## config.mk

```make
export PLATFORM = sky130hd
export DESIGN_NAME = uart_shift_feeder
export DESIGN_NICKNAME = d
export VERILOG_FILES = /design/src/rtl/uart_shift_feeder.sv
export SDC_FILE = /design/constraint.sdc
export NUM_CORES = 1
export LEC_CHECK = 0
export ABC_AREA = 1
export CAP_MARGIN = 15
export CORE_MARGIN = 10
export CORE_UTILIZATION = 60
export DETAILED_ROUTE_END_ITERATION = 12
export PLACE_DENSITY = 0.95
export SLEW_MARGIN = 20
export SYNTH_ARGS = -nofsm -noshare
export SYNTH_HDL_FRONTEND = slang
export SYNTH_SLANG_ARGS = --single-unit
```

## constraint.sdc

```tcl
create_clock -name clk -period 4.8 [get_ports clk]
set_input_delay 0.96 -clock clk [delete_from_list [all_inputs] [get_ports clk]]
set_output_delay 0.96 -clock clk [all_outputs]
set_load 0.02 [all_outputs]
```

## src/rtl/uart_shift_feeder.sv

```systemverilog
// Byte FIFO between uart_rx and shift_74hc595: queues received bytes and issues them
// one at a time as single-cycle rd_en pulses, each followed by a fixed guard gap.
module uart_shift_feeder #(
    parameter int DEPTH      = 4,
    parameter int GAP_CYCLES = 24,
    localparam int ADDR_BITS = $clog2(DEPTH)
) (
    input  logic                 clk,
    input  logic                 rst_n,
    input  logic [7:0]           rx_data,
    input  logic                 received,
    input  logic                 clr_overflow,
    output logic [7:0]           data_out,
    output logic                 rd_en,
    output logic [ADDR_BITS:0]   level,
    output logic                 busy,
    output logic                 overflow
);

    localparam int TIMER_BITS = ($clog2(GAP_CYCLES + 1) < 1) ? 1 : $clog2(GAP_CYCLES + 1);
    localparam logic [ADDR_BITS:0]    LEVEL_FULL = (ADDR_BITS + 1)'(DEPTH);
    localparam logic [TIMER_BITS-1:0] TIMER_LOAD = TIMER_BITS'(GAP_CYCLES - 1);

    typedef enum logic [1:0] {
        S_IDLE  = 2'd0,
        S_ISSUE = 2'd1,
        S_WAIT  = 2'd2
    } state_t;

    state_t                state;
    logic [TIMER_BITS-1:0] timer;
    logic [ADDR_BITS-1:0]  rd_ptr;
    logic [ADDR_BITS-1:0]  wr_ptr;
    logic [7:0]            mem [DEPTH];

    logic pop;
    logic push_ok;
    logic drop;

    // A full FIFO still accepts a byte when the slot is being freed on the same edge.
    assign pop     = (state == S_IDLE) && (level != '0);
    assign push_ok = received && ((level < LEVEL_FULL) || pop);
    assign drop    = received && !push_ok;
    assign busy    = (state != S_IDLE);

    always_ff @(posedge clk) begin
        if (push_ok) begin
            mem[wr_ptr] <= rx_data;
        end
    end

    always_ff @(posedge clk or negedge rst_n) begin
        if (!rst_n) begin
            state    <= S_IDLE;
            timer    <= '0;
            rd_ptr   <= '0;
            wr_ptr   <= '0;
            level    <= '0;
            data_out <= 8'h00;
            rd_en    <= 1'b0;
            overflow <= 1'b0;
        end else begin
            if (push_ok) begin
                wr_ptr <= wr_ptr + ADDR_BITS'(1);
            end
            if (pop) begin
                rd_ptr <= rd_ptr + ADDR_BITS'(1);
            end
            if (push_ok && !pop) begin
                level <= level + (ADDR_BITS + 1)'(1);
            end else if (pop && !push_ok) begin
                level <= level - (ADDR_BITS + 1)'(1);
            end

            // A drop on the same edge as a clear leaves the flag set.
            if (drop) begin
                overflow <= 1'b1;
            end else if (clr_overflow) begin
                overflow <= 1'b0;
            end

            case (state)
                S_IDLE: begin
                    rd_en <= 1'b0;
                    if (pop) begin
                        data_out <= mem[rd_ptr];
                        rd_en    <= 1'b1;
                        state    <= S_ISSUE;
                    end
                end
                S_ISSUE: begin
                    rd_en <= 1'b0;
                    timer <= TIMER_LOAD;
                    state <= S_WAIT;
                end
                S_WAIT: begin
                    if (timer == '0) begin
                        state <= S_IDLE;
                    end else begin
                        timer <= timer - TIMER_BITS'(1);
                    end
                end
                default: begin
                    rd_en <= 1'b0;
                    state <= S_IDLE;
                end
            endcase
        end
    end

endmodule
```

# Word level (Yosys, flattened, before mapping)
# Memories as Yosys holds them, arrays and structs flattened. A register that Yosys moved wholly into a read port is not among the register bits.
# Cells that the tools add are included.
dict set report classes {
  n_addsub 5
  multipliers 0
  n_div 0
  order_cmp 1
  n_eq_ne 5
  shift 0
  mux 13
  n_bitwise 0
  reduce_logical 19
}
# operator n
set op_table {}
lappend op_table {{case mux 5 bit (2 select lines)} 1}
lappend op_table {{nonzero test 2 bit} 4}
lappend op_table {{two-way mux 3 bit} 2}
lappend op_table {{!= test 2 bit, second input constant} 3}
lappend op_table {{case mux 2 bit (3 select lines)} 1}
lappend op_table {{AND reduction 2 bit} 3}
lappend op_table {{logical AND 1 bit} 5}
lappend op_table {{zero test 5 bit} 1}
lappend op_table {{two-way mux 1 bit} 5}
lappend op_table {{two-way mux 5 bit} 1}
lappend op_table {{subtractor 5 x 1 -> 5 bit, second input constant} 1}
lappend op_table {{adder 2 x 1 -> 2 bit, second input constant} 2}
lappend op_table {{two-way mux 2 bit} 2}
lappend op_table {{adder 3 x 1 -> 3 bit, second input constant} 1}
lappend op_table {{zero test 1 bit} 3}
lappend op_table {{less-than comparator 3 bit, second input constant} 1}
lappend op_table {{nonzero test 3 bit} 1}
lappend op_table {{subtractor 3 x 1 -> 3 bit, second input constant} 1}
lappend op_table {{equality test 2 x 1 -> 1 bit, second input constant} 1}
lappend op_table {{equality test 2 bit, second input constant} 1}
lappend op_table {{zero test 2 bit} 1}
lappend op_table {{case mux 1 bit (2 select lines)} 1}
lappend op_table {{logical OR 1 bit} 1}
dict set report totals {
  regBits 16
  latch_bits 0
  ramBits 32
  romBits 0
  in_bits 12
  out_inout_bits 14
  n_memories 1
}
# memory depth word_bits rd rd_ports_with_merged_regs write_ports line
set mem_list {}
lappend mem_list {mem 4 8 1 1 1 34} ;# logic [7:0] mem [DEPTH];

# Logic depth before layout (Yosys ltp)
# Gate-level depths: netlist (run 1).
dict set report logic_depth {
  depth_word 8
  ltp_mapped 11
  ltp_nobuf 10
}

# Worst setup path after synthesis (run 1)
# OpenSTA, ideal clock, no wires.
dict set report synth_timing {
  path_type {input to register}
  from {input port received}
  to {register level[2]}
  setup_time_ps 123
  t_arrival_ps 1933
  t_required_ps 4677
  slack_ps 2744
  path_stages 8
  cell_sequence {o21ai_4 > inv_2 > ha_1 > inv_1 > fa_1 > nand2_1 > nand3_1 > xor2_1}
}
dict set report synth_between {
  elab_chain_len 4
}
# element line
set synth_lines {}
lappend synth_lines {{start: declaration} 11} ;# input logic received,
lappend synth_lines {{logical AND 1 bit (*)} 42} ;# assign push_ok = received && ((level < LEVEL_FULL) || pop);
lappend synth_lines {{via push_ok} 37} ;# logic push_ok;
lappend synth_lines {{zero test 1 bit} 71} ;# end else if (pop && !push_ok) begin
lappend synth_lines {{logical AND 1 bit} 71}
lappend synth_lines {{nonzero test 2 bit (no line)} -}
lappend synth_lines {{end signal: assignment} 70} ;# level <= level + (ADDR_BITS + 1)'(1);
lappend synth_lines {{end signal: assignment} 72} ;# level <= level - (ADDR_BITS + 1)'(1);
lappend synth_lines {{end: declaration} 15} ;# output logic [ADDR_BITS:0] level,
# The timed path passes the listed nets; every way through them passes the cells marked *.
# A chain may end at the register's enable or synchronous reset.

# Final worst setup path (run 1)
dict set report layout_timing {
  from {register state[0]}
  to {output port busy}
}
dict set report layout_between {
  elab_chain_len 1
}
# element line
set layout_lines {}
lappend layout_lines {{start: declaration} 30} ;# state_t state;
lappend layout_lines {{start signal: assignment} 54} ;# state <= S_IDLE;
lappend layout_lines {{start signal: assignment} 88} ;# state <= S_ISSUE;
lappend layout_lines {{start signal: assignment} 94} ;# state <= S_WAIT;
lappend layout_lines {{nonzero test 2 bit} 44} ;# assign busy = (state != S_IDLE);
lappend layout_lines {{end: declaration} 16} ;# output logic busy,
# No other way between the ends.

==> results of run 1 <==
## layer usage
| metal | global-route usage, % | vias to the layer above |
|---|---|---|
| li1 | - | 844 |
| met3 | 3.96 | 5 |
| met5 | 0 | - |
| met4 | 5.54 | 0 |
| met2 | 22.7 | 33 |
| met1 | 15.0 | 794 |
## worst min-delay path: cells and delay by family, from the launching register on
family / cells / cell delay (ns)
flops: 1 / 0.35
simple gates: 2 / 0.10
## synthesized netlist by cell type (all sizes together)
master | instances | area share (%)
nand2 | 92 | 14
nor2 | 40 | 6.4
inv | 39 | 5.8
edfxtp | 32 | 38
dfrtp | 24 | 24
nand3 | 9 | 1.8
buf | 6 | 2.1
ha | 6 | 3.0
o21ai | 5 | 1.6
xnor2 | 3 | 1.0
xor2 | 2 | 0.70
fa | 1 | 0.80
nand3b | 1 | 0.30
or2 | 1 | 0.25
## cells by family after synthesis
group / count (synthesis) / synth area share [%]
flip-flops: 56 / 62.2
buffers and inverters: 45 / 7.97
AND/OR/NAND/NOR: 143 / 22.8
adder cells (fa/ha/maj): 7 / 3.78
AO/OA/AOI/OAI: 5 / 1.59
XOR/XNOR: 5 / 1.74
## registers in the layout, summed over array words and instances (netlist names)
register	flops
timer	5
overflow	1
rd_ptr	2
mem	32
state	2
level	3
wr_ptr	2
data_out	8
rd_en	1
## path summary, 6_finish.rpt
check / cells past startpoint / endpoint / startpoint
worst max-delay path: 3 / busy / state[0]
worst min-delay path: 2 / data_out[3] / data_out[3]
worst max register to register: 10 / level[2] / level[2]
worst min register to register: 2 / data_out[3] / data_out[3]
max in group asynchronous: 1 / data_out[3] / rst_n
min in group asynchronous: 1 / timer[4] / rst_n
## per-stage QoR
stage	worst slack, ns	util (%)
final	2.34	71.3
after CTS	2.31	71.5
after global placement	2.14	68.8
after floorplan	2.74	-
after detailed placement	2.06	68.8
after global routing	2.25	71.3
## cell type report
cell class                      instances  area (sq um)  area share (%)
Inverter                               39           146            5.09
Sequential cell                        56          1560            54.3
Tap cell                               50          62.6            2.18
Timing Repair Buffer                   25           245            8.53
Clock buffer                            6          72.6            2.53
Multi-Input combinational cell        160           751            26.1
Clock inverter                          2          35.0            1.22
## report_power, final
part	switching, mW	internal (mW)	leakage [nW]
Combinational	0.493	0.325	0.711
Clock	0.136	0.154	0.0513
Sequential	0.133	0.672	0.581
==> impl_metrics.toml, run 1 <==
[grt]
grt_remaining_overflow = 0
grt_use_total_pct = 13.3
grt_pass1_wl_microns = 7780
grt_max_degree = 35
antenna_found_initial = 0
first_global_vias = 1767

[placed_design]
place_inst = 330
place.gp.congestion = 0.837
dp.final_hpwl_microns = 3250
place_area_sq_um = 2770
portBuffers = 25

[routing]
wl_met1_microns = 1810
drcViolationCount = 0
wl_met3_microns = 249
vias = 1676
detail-route-antenna-nets = 0
top_layer_used = "met4"
wirelength_microns = 4390
dr_wl_met2_microns = 2250
dr.pass1.iters = 4
wl_per_cell_microns = 13.0
vias_per_cell = 4.96
dr.first_iter.drc_count = 99

[run_status]
status = "finished, final reports clean"

[power]
p_leak_nw = 1.34
p_total_mw = 1.91
power_density_nw_per_um2 = 666
ir_drop_uv = 325

[clock_tree]
clk_path_buf_depth = 2
cts_resized = 0
cts_root_buffer = "clkbuf_8"
clk_pin_slew_worst_paths_ns = 0.09
htree_levels = 2
postCtsHoldBufs = 0
cts_tree = "built"
numCtsBuffers = 5
cts_sinks = 56
postCtsSetupBuffers = 0
clk_latency_ns = 0.30

[cells_and_area]
layout_common_cells = "nand2_1 (89), nor2_1 (38), inv_1 (36), edfxtp_1 (32)"
num_antenna_cells = 0
synthToLayoutAreaGrowth_pct = 14.4
fillers = 286
final_common_cell = "nand2_1"
final_cell_count_no_fill = 338
final_area_sq_um = 2870
layout-drive-gt1-share_pct = 6.60
final_nets = 306

[synth]
synthCells = 261
avgSynthCellArea_sq_um = 9.63
syn-cell-area_sq_um = 2510
ys_ff_latch = 56
yosysUniqueCellTypes = 23
syn-num-nets = 280
yosysSeqAreaShare_pct = 62.2
ys_warn_count = 0

[timing]
period_minus_slack_ns = 2.46
slew_viol_final = 0
max_freq_mhz = 406
setup_viol = 0
rsz0062_at_grt = "no"
max_slew_margin_pct = 31.9
skew_ns = 0.00572
hold_viol = 0
fin_crit_sh_pct = 51.3
whs_ns = 0.482
tns_ns = 0
worst_pin_slew_ns = 1.02

[setup_path]
crit_arrival_ns = 1.50
crit_required_ns = 3.84
r2r_slack_ns = 2.83
cpPeakStageDelay_ns = 0.60
critPathTopFamily = "buffers and inverters"
crit_path_start_kind = "flip-flop"
path_max_fanout = 4
crit_path_top_delay_cell = "clkdlybuf4s50_1"
cp_num_buf_inv = 2
criticalPathCategory = "reg -> out"
path_cells = "inv_1 > nand2_1 > clkdlybuf4s50_1"
endpoint_kind = "primary output"

[floorplan]
core.rowCount = 23
ios = 26
die_w_microns = 84.7
die_area_sq_um = 7180
coreArea_sq_um = 4030
initial_utilization_pct = 62.4
die-height_microns = 84.7

[run]
maxCapViolCount = 0

[worst_hold_path]
hold_path_class = "reg -> reg"
No activity file was read; power rests on OpenSTA's default activity.
==> run 2: changes to the inputs <==
- CORE_UTILIZATION: 60 -> 50
- PLACE_DENSITY: 0.95 -> 0.85
- clock period: 4.8 -> 2 ns (I/O delays scaled with it)
==> run 2 against run 1 <==
Global-route usage is 2.5 points lower. Register-to-register slack worse by 2.7 ns. Design area rose by 2.6%. Clock skew increased by 0.0023 ns. Non-clock buffer count is 10 higher. Via count decreased by 0.24%. First-iteration DRC count down 25%. Critical path type unchanged.
==> impl_metrics.toml, run 2 (synthesis gave the netlist of run 1 again) <==
[cells_and_area]
layout_common_cells = "nand2_1 (89), nor2_1 (38), inv_1 (36), edfxtp_1 (32), clkdlybuf4s50_1 (25)"
final_area_sq_um = 2950
final_nets = 316
synthToLayoutAreaGrowth_pct = 17.4
final_cell_count_no_fill = 364
top_regs = "mem x32, data_out x8, timer x5"
largest_reg_flops = 32
regMostFlops = "mem"
final_common_cell = "nand2_1"
fillers = 386
layout-drive-gt1-share_pct = 9.43
num_antenna_cells = 0

[power]
ir_drop_uv = 748
power_density_nw_per_um2 = 1540
p_leak_nw = 1.38

[clock_tree]
numCtsBuffers = 5
cts_resized = 0
postCtsHoldBufs = 0
clk_pin_slew_worst_paths_ns = 0.09
htree_levels = 2
postCtsSetupBuffers = 0
cts_tree = "built"
clk_path_buf_depth = 2
cts_root_buffer = "clkbuf_8"
cts_sinks = 56
clk_latency_ns = 0.31

[grt]
grt_remaining_overflow = 0
antenna_found_initial = 0
grt_max_degree = 35
grt_use_total_pct = 10.8
first_global_vias = 1602
grt_pass1_wl_microns = 7210

[floorplan]
initial_utilization_pct = 52.5
ios = 26
core.rowCount = 25
coreArea_sq_um = 4790
die-height_microns = 90.9
die_w_microns = 90.9
die_area_sq_um = 8260

[setup_path]
crit_required_ns = 1.60
crit_path_start_kind = "flip-flop"
path_max_fanout = 4
r2r_start = "state[0]"
crit_arrival_ns = 1.50
startpoint = "state[0]"
endpoint_kind = "primary output"
crit_path_top_delay_cell = "clkdlybuf4s50_1"
cpPeakStageDelay_ns = 0.61
criticalPathCategory = "reg -> out"
path_cells = "inv_1 > nand2_1 > clkdlybuf4s50_1"

[timing]
max_slew_margin_pct = 73.7
worst_pin_slew_ns = 0.395
period_minus_slack_ns = 1.90
whs_ns = 0.446
hold_viol = 0
rsz0062_at_grt = "yes"
fin_crit_sh_pct = 95.1
max_freq_mhz = 526
skew_ns = 0.00804
slew_viol_final = 0
setup_viol = 0

[worst_hold_path]
hold_path_class = "in -> async"

[placed_design]
place_inst = 357
place_area_sq_um = 2870
dp.final_hpwl_microns = 3080
portBuffers = 25
place.gp.congestion = 0.783

[routing]
wl_per_cell_microns = 11.8
vias_per_cell = 4.59
dr.pass1.iters = 5
detail-route-antenna-nets = 0
wirelength_microns = 4300
dr.first_iter.drc_count = 74
drcViolationCount = 0
vias = 1672

[run]
maxCapViolCount = 0

[run_status]
status = "finished, final reports clean"
==> run 2: per-layer routing <==
metal / up-vias / wire [microns] / part of all wire [%] / track usage, %
li1: 861 / - / - / -
met5: - / 0 / 0 / 0
met1: 765 / 2120 / 49 / 12.7
met4: 0 / 57 / 1.3 / 5.22
met2: 42 / 1870 / 43 / 16.6
met3: 4 / 254 / 5.9 / 4.32
==> run 2: through the flow <==
| step | util [%] | setup TNS (ns) | power (mW) | setup WS, ns |
|---|---|---|---|---|
| final | 61.6 | 0 | 4.54 | 0.0986 |
| after global routing | 61.6 | -0.00508 | 4.95 | -0.00508 |
| after CTS | 61.6 | 0 | 4.60 | 0.0819 |
| after detailed placement | 59.9 | -0.113 | 4.01 | -0.102 |
| after global placement | 59.9 | -0.0388 | 3.93 | -0.0388 |
| after floorplan | - | 0 | 3.35 | 0.117 |
==> run 2: layout make-up <==
| cell class | instances | area [sq um] | area share (%) |
|---|---|---|---|
| sequential | 56 | 1560 | 52.9 |
| multi-input combinational | 160 | 751 | 25.5 |
| timing repair buffer | 35 | 325 | 11.0 |
| inverter | 39 | 146 | 4.96 |
| tap | 67 | 83.8 | 2.84 |
| clock buffer | 5 | 68.8 | 2.33 |
| clock inverter | 2 | 12.5 | 0.424 |
==> run 2: critical path: cells and delay by family (launching register included) <==
| kind | cells | cell delay [ns] |
|---|---|---|
| simple gates | 1 | 0.08 |
| flops | 1 | 0.45 |
| buf+inv | 2 | 0.67 |
==> run 2: report_power, final <==
group | total (mW) | switching [mW] | internal, mW
Sequential | 1.85 | 0.235 | 1.61
Clock | 0.576 | 0.340 | 0.237
Combinational | 2.12 | 1.26 | 0.862
==> run 2: path summary, 6_finish.rpt <==
kind | endpoint | slack (ns) | depth (start not counted)
worst max-delay path | busy | 0.1 | 3
worst min-delay path | data_out[1] | 0.45 | 2
worst max register to register | level[2] | 0.16 | 10
worst min register to register | timer[4] | 0.48 | 2
max in group asynchronous | timer[3] | 1.32 | 2
min in group clk | timer[4] | 0.48 | 2
==> run 3: changes to the inputs <==
- CORE_UTILIZATION: 50 -> 40
- PLACE_DENSITY: 0.85 -> 0.73
==> run 3 against run 2 <==
First-iteration DRC count grew 61%. Setup slack better by 0.022 ns. Core utilization shrank 12 points. Routed wire length increased by 5.4%. Combinational power rose by 2%. Fmax rose by 1.2%. Clock power up 3.8%. Critical endpoint unchanged. Largest cell class unchanged.
==> impl_metrics.toml, run 3 (synthesis gave the netlist of run 1 again) <==
[timing]
slew_viol_final = 0
whs_ns = 0.461
max_slew_margin_pct = 78.1
skew_ns = 0.00624
period_minus_slack_ns = 1.88
worst_pin_slew_ns = 0.329
rsz0062_at_grt = "no"
setup_viol = 0
hold_viol = 0
fin_crit_sh_pct = 94.0
max_freq_mhz = 532
tns_ns = 0

[setup_path]
r2r_slack_ns = 0.17
endpoint_kind = "primary output"
r2r_start = "state[0]"
crit_required_ns = 1.60
crit_path_start_kind = "flip-flop"
startpoint = "state[0]"
crit_arrival_ns = 1.48
criticalPathCategory = "reg -> out"
path_max_fanout = 4

[routing]
dr.pass1.iters = 4
vias_per_cell = 4.47
dr.first_iter.drc_count = 119
wl_per_cell_microns = 12.1
vias = 1671
drcViolationCount = 0
detail-route-antenna-nets = 0
wirelength_microns = 4530

[clock_tree]
cts_root_buffer = "clkbuf_8"
htree_levels = 2
clk_path_buf_depth = 2
cts_resized = 0
clk_pin_slew_worst_paths_ns = 0.10
postCtsHoldBufs = 0
numCtsBuffers = 5
clk_latency_ns = 0.30
postCtsSetupBuffers = 0
cts_sinks = 56
cts_tree = "built"

[power]
pwr-share-comb_pct = 47.5
power.share.sequential_pct = 39.5
power_density_nw_per_um2 = 1540
p_switching_mw = 1.85
internal_power_mw = 2.73
ir_drop_uv = 629
pwr-share-clk_pct = 13.1
switching_share_pct = 40.4
p_leak_nw = 1.39

[grt]
antenna_found_initial = 0
first_global_vias = 1747
grt_remaining_overflow = 0
grt_max_degree = 35
grt_use_total_pct = 9.79
grt_pass1_wl_microns = 7900

[floorplan]
die-height_microns = 99.3
ios = 26
core.rowCount = 28
coreArea_sq_um = 6030
die_w_microns = 99.3
initial_utilization_pct = 41.7
die_area_sq_um = 9850

[cells_and_area]
layout_common_cells = "nand2_1 (89), nor2_1 (38), inv_1 (36), edfxtp_1 (32), clkdlybuf4s50_1 (25)"
fillers = 594
final_area_sq_um = 2970
synthToLayoutAreaGrowth_pct = 18.2
top_regs = "mem x32, data_out x8, timer x5"
largest_reg_flops = 32
regMostFlops = "mem"
final_common_cell = "nand2_1"
final_nets = 317
layout-drive-gt1-share_pct = 9.36
num_antenna_cells = 0

[placed_design]
portBuffers = 25
place.gp.congestion = 0.798
place_area_sq_um = 2890
dp.final_hpwl_microns = 3230

[run_status]
status = "finished, final reports clean"

[run]
maxCapViolCount = 0

[worst_hold_path]
hold_path_class = "in -> async"
[run 3: changes by cell type in the layout (fill, tap and decap cells not counted)]
cell / before / now
buf_4: 10 / 11
clkbuf_1: 0 / 1
clkinv_1: 0 / 1
clkinv_4: 0 / 1
clkinvlp_2: 1 / 0
clkinvlp_4: 1 / 0
[run 3: worst paths after layout]
path / cells after the start / to
worst max-delay path: 3 / busy
worst min-delay path: 2 / data_out[3]
worst max register to register: 9 / level[2]
worst min register to register: 2 / timer[4]
max in group asynchronous: 2 / wr_ptr[1]
min in group clk: 2 / timer[4]
[run 3: per-stage QoR]
step | cells | utilization (%) | setup WS [ns] | total power, mW
6_report | 374 | 49.3 | 0.121 | 4.58
2_1_floorplan | 261 | - | 0.117 | 3.35
3_3_place_gp | 366 | 47.9 | -0.0478 | 3.96
5_1_grt | 374 | 49.3 | 0.0330 | 5.02
4_1_cts | 374 | 49.3 | 0.0896 | 4.66
3_5_place_dp | 366 | 47.9 | -0.124 | 4.05
[run 3: final cells by class]
type / count / area, sq um / area share [%]
multi-input combinational: 160 / 751 / 25.3
inverter: 39 / 146 / 4.93
clock buffer: 6 / 72.6 / 2.44
tap: 75 / 93.8 / 3.16
timing repair buffer: 36 / 333 / 11.2
clock inverter: 2 / 12.5 / 0.421
sequential: 56 / 1560 / 52.6
[run 3: critical path, stage by stage, from the launching register on]
cell and delay, ns:
dfrtp_1 0.44, inv_1 0.06, nand2_1 0.07, clkdlybuf4s50_1 0.61
[run 3: routing by layer]
layer | routed length, microns | GRT usage, %
met5 | 0 | 0
met4 | 17 | 2.98
met3 | 232 | 2.98
met2 | 2300 | 17.8
met1 | 1980 | 10.6
[run 3: power groups by stage]
| stage | logic (mW) | clock network (mW) | registers [mW] |
|---|---|---|---|
| floorplan | 1.39 | 0 | 1.96 |
| global placement | 2.14 | 0 | 1.82 |
| detailed placement | 2.21 | 0 | 1.84 |
| CTS | 2.22 | 0.622 | 1.81 |
| global route | 2.49 | 0.671 | 1.86 |
| finish | 2.17 | 0.598 | 1.81 |
